===== src/rtl/uart_pkg.sv =====
// Shared UART definitions: receiver state encoding, frame width and baud divider helper.
package uart_pkg;

  localparam int unsigned DATA_BITS = 8;

  typedef enum logic [2:0] {
    IDLE,
    START,
    DATA,
    PARITY,
    STOP,
    BRK
  } rx_state_t;

  // Clocks per oversampling tick, never less than one.
  function automatic int unsigned calc_div(input int unsigned clk_freq,
                                           input int unsigned baud,
                                           input int unsigned oversample);
    int unsigned d;
    d = clk_freq / (baud * oversample);
    return (d == 0) ? 1 : d;
  endfunction

endpackage


===== src/rtl/rx_tick_gen.sv =====
// Free-running oversampling tick divider, restartable so the first tick of a frame is aligned.
module rx_tick_gen #(
  parameter int unsigned DIV = 1
) (
  input  logic sys_clk,
  input  logic rst_n,
  input  logic restart,
  output logic tick
);

  localparam int unsigned CW = (DIV > 1) ? $clog2(DIV) : 1;
  localparam logic [CW-1:0] CntLast = CW'(DIV - 1);

  logic [CW-1:0] cnt_q, cnt_d;

  // Next count: wrap at DIV-1 or jump back to zero on restart.
  always_comb begin
    cnt_d = cnt_q + 1'b1;
    if (restart || (cnt_q == CntLast)) begin
      cnt_d = '0;
    end
    tick = (cnt_q == CntLast);
  end

  // Divider counter register.
  always_ff @(posedge sys_clk or negedge rst_n) begin
    if (!rst_n) begin
      cnt_q <= '0;
    end else begin
      cnt_q <= cnt_d;
    end
  end

endmodule


===== src/rtl/uart_receiver.sv =====
// UART receiver: 8 data bits LSB-first, parity, one stop bit, 16x-style oversampling.
module uart_receiver
  import uart_pkg::*;
#(
  parameter int unsigned CLK_FREQ   = 50_000_000,
  parameter int unsigned BAUD       = 115_200,
  parameter int unsigned OVERSAMPLE = 16
) (
  input  logic       sys_clk,
  input  logic       rst_n,
  input  logic       rx_enable,
  input  logic       even_odd,
  input  logic       serial_in,
  output logic [7:0] rx_data_out,
  output logic       rx_valid,
  output logic       parity_err,
  output logic       frame_err,
  output logic       busy
);

  localparam int unsigned DIV = calc_div(CLK_FREQ, BAUD, OVERSAMPLE);
  localparam int unsigned SCW = $clog2(OVERSAMPLE);
  localparam int unsigned BIW = $clog2(DATA_BITS);
  localparam logic [SCW-1:0] ScHalf = SCW'(OVERSAMPLE / 2 - 1);
  localparam logic [SCW-1:0] ScLast = SCW'(OVERSAMPLE - 1);
  localparam logic [BIW-1:0] BiLast = BIW'(DATA_BITS - 1);

  rx_state_t state_q, state_d;
  logic sync1_q, rx_s;
  logic [SCW-1:0] sc_q, sc_d;
  logic [BIW-1:0] bi_q, bi_d;
  logic [DATA_BITS-1:0] shreg_q, shreg_d;
  logic pbit_q, pbit_d;
  logic eo_q, eo_d;
  logic [7:0] data_q, data_d;
  logic valid_q, valid_d;
  logic perr_q, perr_d;
  logic ferr_q, ferr_d;
  logic tick, restart;

  // Two-flop synchronizer; resets to the idle line level.
  always_ff @(posedge sys_clk or negedge rst_n) begin
    if (!rst_n) begin
      sync1_q <= 1'b1;
      rx_s    <= 1'b1;
    end else begin
      sync1_q <= serial_in;
      rx_s    <= sync1_q;
    end
  end

  rx_tick_gen #(
    .DIV(DIV)
  ) u_tick_gen (
    .sys_clk(sys_clk),
    .rst_n  (rst_n),
    .restart(restart),
    .tick   (tick)
  );

  assign restart = (state_q == IDLE) && (state_d == START);

  // Next-state, sampling and result computation.
  always_comb begin
    state_d = state_q;
    sc_d    = sc_q;
    bi_d    = bi_q;
    shreg_d = shreg_q;
    pbit_d  = pbit_q;
    eo_d    = eo_q;
    data_d  = data_q;
    valid_d = 1'b0;
    perr_d  = 1'b0;
    ferr_d  = 1'b0;
    if (!rx_enable) begin
      state_d = IDLE;
    end else begin
      unique case (state_q)
        IDLE: begin
          if (!rx_s) begin
            state_d = START;
            sc_d    = '0;
            bi_d    = '0;
          end
        end
        START: begin
          if (tick) begin
            if (sc_q == ScHalf) begin
              if (rx_s) begin
                state_d = IDLE;  // glitch, not a real start bit
              end else begin
                eo_d    = even_odd;
                sc_d    = '0;
                state_d = DATA;
              end
            end else begin
              sc_d = sc_q + 1'b1;
            end
          end
        end
        DATA: begin
          if (tick) begin
            if (sc_q == ScLast) begin
              sc_d          = '0;
              shreg_d[bi_q] = rx_s;
              if (bi_q == BiLast) begin
                state_d = PARITY;
              end else begin
                bi_d = bi_q + 1'b1;
              end
            end else begin
              sc_d = sc_q + 1'b1;
            end
          end
        end
        PARITY: begin
          if (tick) begin
            if (sc_q == ScLast) begin
              sc_d    = '0;
              pbit_d  = rx_s;
              state_d = STOP;
            end else begin
              sc_d = sc_q + 1'b1;
            end
          end
        end
        STOP: begin
          if (tick) begin
            if (sc_q == ScLast) begin
              sc_d    = '0;
              valid_d = 1'b1;
              data_d  = shreg_q;
              perr_d  = ((^shreg_q) ^ pbit_q) != eo_q;
              ferr_d  = !rx_s;
              state_d = rx_s ? IDLE : BRK;
            end else begin
              sc_d = sc_q + 1'b1;
            end
          end
        end
        BRK: begin
          if (rx_s) begin
            state_d = IDLE;
          end
        end
        default: state_d = IDLE;
      endcase
    end
  end

  // FSM, datapath and registered output state.
  always_ff @(posedge sys_clk or negedge rst_n) begin
    if (!rst_n) begin
      state_q <= IDLE;
      sc_q    <= '0;
      bi_q    <= '0;
      shreg_q <= '0;
      pbit_q  <= 1'b0;
      eo_q    <= 1'b0;
      data_q  <= 8'h00;
      valid_q <= 1'b0;
      perr_q  <= 1'b0;
      ferr_q  <= 1'b0;
    end else begin
      state_q <= state_d;
      sc_q    <= sc_d;
      bi_q    <= bi_d;
      shreg_q <= shreg_d;
      pbit_q  <= pbit_d;
      eo_q    <= eo_d;
      data_q  <= data_d;
      valid_q <= valid_d;
      perr_q  <= perr_d;
      ferr_q  <= ferr_d;
    end
  end

  assign rx_data_out = data_q;
  assign rx_valid    = valid_q;
  assign parity_err  = perr_q;
  assign frame_err   = ferr_q;
  assign busy        = (state_q != IDLE);

endmodule


===== config.mk =====
export PLATFORM = sky130hd
export DESIGN_NAME = uart_receiver
export DESIGN_NICKNAME = d
export VERILOG_FILES = /design/src/rtl/uart_pkg.sv /design/src/rtl/rx_tick_gen.sv /design/src/rtl/uart_receiver.sv
export SDC_FILE = /design/constraint.sdc
export NUM_CORES = 1
export LEC_CHECK = 0
export BUFFER_PORTS_ARGS = -buffer_cell sky130_fd_sc_hd__buf_2
export CORE_ASPECT_RATIO = 0.8
export CORE_MARGIN = 5
export CORE_UTILIZATION = 53
export DETAILED_ROUTE_END_ITERATION = 6
export HOLD_SLACK_MARGIN = 0.02
export PLACE_DENSITY_LB_ADDON = 0.08
export SYNTH_ARGS = -nofsm -noshare
export SYNTH_HDL_FRONTEND = slang
export SYNTH_SLANG_ARGS = --single-unit
export TNS_END_PERCENT = 50

===== constraint.sdc =====
create_clock -name sys_clk -period 1.8 [get_ports sys_clk]
set_input_delay 0.18 -clock sys_clk [delete_from_list [all_inputs] [get_ports sys_clk]]
set_output_delay 0.18 -clock sys_clk [all_outputs]
set_load 0.01 [all_outputs]

==> key figures <==
STA
  • Final WS setup: 0.0250 ns
  • Fmax: 563 MHz
  • Tightest Pin Transition: 0.819 ns
  • Max Clock Skew: 0.0111 ns
  • RSZ-0062 raised after global routing: yes
  • Final min period: 1.78 ns
  • Hold Vio Cnt, Final: 0
  • Setup violators final: 0
  • Fin crit share: 0.986
  • Slew headroom: 0.454
  • Hold slack: 0.125 ns
  • Max Transition Viols Final: 0

Route
  • Residual DRC: 0
  • Initial DRC Count: 169
  • Post-DRT Antenna Nets: 0
  • DR WL/cell: 16.8 um
  • Via Count: 1517
  • DRT Wirelength: 4.33 mm
  • Vias/cell: 5.88
  • Router iterations before antenna repair: 4

GRT
  • Total Routing Usage GR: 0.185
  • First-pass GRT wire length: 7.51 mm
  • Number of global-route vias before repair: 1545
  • Pin count of the biggest net entering global routing: 39
  • Initial antenna violation count: 0
  • Grt total ovfl: 0

Layout
  • FILL cells: 274
  • Diode count: 0
  • Post-route cell area: 2430 um^2
  • Area Overhead vs Synth: 23.4%
  • Fraction of layout cells with a size suffix above 1: 0.361
  • Multi-input gate area: 1000 um^2
  • Final Non-Filler Cells: 258
  • Final #Nets: 225
  • FF/Latch Area: 953 um^2

Logic synthesis
  • Warnings from Yosys: 0
  • Number of synthesized register bits: 38
  • Top cell type's share of synthesized area: 0.457
  • Synth cell types: 50
  • Post-synth ARST share: 1.00
  • Post-synth top flop: dfrtp_1
  • Post-synth EDFFs: 0
  • Most area-hungry cell type in the Yosys netlist: dfrtp_1
  • Post-Synthesis Cell Area: 1970 um^2
  • Most frequent cells after synthesis: 36 x dfrtp_1, 16 x mux2_2, 14 x nor2_1
  • Sequential area share after synthesis: 0.484
  • Syn avg cell area: 10.9 um^2
  • Post-Syn Nets: 191
  • Dominant cells by area after synthesis: dfrtp_1 46%, mux2_2 9.1%, xnor2_1 4.0%
  • Syn Inst Count: 181
  • Top-count cell post-synth: dfrtp_1

Place
  • Pre-CTS WS: -0.132 ns
  • Placed Area: 2200 um^2
  • Dpl cells: 246
  • Buffers on Ports: 16
  • Placer Congestion: 0.912
  • DPL Wire Length: 3.08 mm

Clock network
  • Largest buffer count on any clock path: 2
  • Reg clk slew, reported paths: 0.08 ns
  • Clock tree sinks: 38
  • Worst-Skew Late Latency: 0.30 ns
  • CTS root buf: clkbuf_8
  • CTS H-Tree Depth: 2
  • Num CTS Buffers: 5
  • CTS tree: built

Floorplanning
  • # rows: 19
  • Starting Density: 0.560
  • IO Count: 17
  • DIE AREA: 5050 um^2
  • Die width: 78.2 um
  • Core Box Area: 3520 um^2
  • Die Y: 64.5 um

Power
  • Logic pwr share: 0.156
  • Sw Ratio: 0.240
  • Flop pwr share: 0.447
  • Max VDD drop: 0.000999 V
  • Proportion of power drawn by the clock network: 0.397
  • Psw: 523 uW
  • Lkg Pwr: 0.00116 uW
  • PwrDens: 894 nW/um^2
  • P_int: 1650 uW

Outcome
  • Status: complete, no violations

Run
  • Total of max-cap violations: 0

Worst setup path
  • Crit-path cells: inv_1 -> ha_2 -> and4b_2 -> nand4_1 -> or2_2 -> mux2_2
  • Critical Path End Type: flop
  • Critical-path top delay cell: dfrtp_1
  • Critical path class: flop to flop
  • WP buf/inv: 1
  • Maximum fanout along the worst path: 5
  • Kind of start point of the critical path: flop
  • Crit-path leading delay family: simple AND/OR/NAND/NOR gates
  • Critical path's largest stage delay: 0.38 ns
  • Arrival time worst endpoint: 1.96 ns
  • Critical Path RT: 1.98 ns

Min path
  • Hold Crit Class: primary input to flop
-- kinds of logic (layout without fill, tap and decap cells) --
group	after synthesis	in the layout	synth area share
buffers and inverters	20	54	0.0470
AO/OA/AOI/OAI	30	30	0.105
multiplexers	18	18	0.102
AND/OR/NAND/NOR	56	57	0.161
XOR/XNOR	13	13	0.0648
adder cells (fa/ha/maj)	6	6	0.0368
flip-flops	38	38	0.484
-- area by class of cell --
cell class / count / share of cell area
Multi-Input combinational cell: 124 / 0.413
Sequential cell: 38 / 0.392
Timing Repair Buffer: 38 / 0.104
Clock buffer: 5 / 0.0283
Clock inverter: 3 / 0.0283
Tap cell: 42 / 0.0216
Inverter: 8 / 0.0124
-- worst reg2reg max path, stage by stage (launching register included) --
cell     delay (ns)
dfrtp_1        0.38
inv_1          0.06
ha_2           0.19
and4b_2        0.32
nand4_1        0.14
or2_2          0.30
mux2_2         0.27
-- metal layers --
layer	global-route usage	wire length, um	vias to the layer above
met2	0.285	1960	47
met3	0.0429	238	6
met5	0	0	-
met1	0.264	2100	741
li1	-	-	723
met4	0.0480	25	0
-- path summary, 6_finish.rpt --
kind | to | start | cells past startpoint | slack [ns]
max in group asynchronous | shreg_q[1] | rst_n | 2 | 0.76
worst min register to register | rx_s | sync1_q | 0 | 0.36
worst max-delay path | eo_q | u_tick_gen.cnt_q[0] | 6 | 0.02
worst min-delay path | eo_q | even_odd | 2 | 0.12
worst max register to register | eo_q | u_tick_gen.cnt_q[0] | 6 | 0.02
min in group asynchronous | sc_q[0] | rst_n | 2 | 0.51
-- flip-flops by register name (all words and copies together), names as in the netlist --
name              cells
sc_q                  4
sync1_q               1
rx_data_out           8
pbit_q                1
rx_valid              1
u_tick_gen.cnt_q      5
bi_q                  3
rx_s                  1
shreg_q               8
parity_err            1
eo_q                  1
state_q               3
frame_err             1
-- cell usage in the layout, fill, tap and decap left out, types with 2 or more instances in the layout --
cell | netlist | layout
dfrtp_1 | 36 | 36
buf_4 | 0 | 19
mux2_2 | 16 | 16
buf_2 | 6 | 16
nor2_1 | 14 | 14
xnor2_1 | 9 | 9
inv_1 | 8 | 8
nand3_1 | 8 | 8
nand2_1 | 8 | 8
o21ai_0 | 7 | 7
nand4_1 | 6 | 6
a21oi_1 | 5 | 5
clkbuf_8 | 0 | 5
xor2_1 | 3 | 3
o31ai_1 | 3 | 3
ha_1 | 5 | 3
nor4_2 | 1 | 2
a211oi_1 | 2 | 2
nor3_2 | 1 | 2
nor3b_1 | 2 | 2
mux2i_1 | 2 | 2
nor4_4 | 0 | 2
or4_1 | 2 | 2
ha_2 | 0 | 2
bufinv_16 | 0 | 2
dlygate4sd3_1 | 0 | 2
dfstp_2 | 2 | 2
-- stage by stage --
stage / setup TNS (ns) / utilization / total power (uW)
floorplan: 0 / - / 1140
global placement: -0.219 / 0.626 / 1270
detailed placement: -0.426 / 0.626 / 1290
CTS: 0 / 0.678 / 2170
global route: -0.0928 / 0.691 / 2270
finish: 0 / 0.691 / 2170
-- repair_timing --
item,4_1_cts,5_1_grt
gates resized for setup,4,9
buffers inserted,0,1
pin swaps,3,2
endpoints found under the setup margin,7,20
hold endpoints to repair,37,0
hold buffers,2,0
cloned,1,0
-- power by group through the flow --
stage | clock network, uW | logic (uW) | registers (uW)
floorplan | 0 | 160 | 983
global placement | 0 | 301 | 972
detailed placement | 0 | 317 | 978
CTS | 872 | 331 | 972
global route | 921 | 373 | 978
finish | 863 | 339 | 971
No activity file was read; power rests on OpenSTA's default activity.
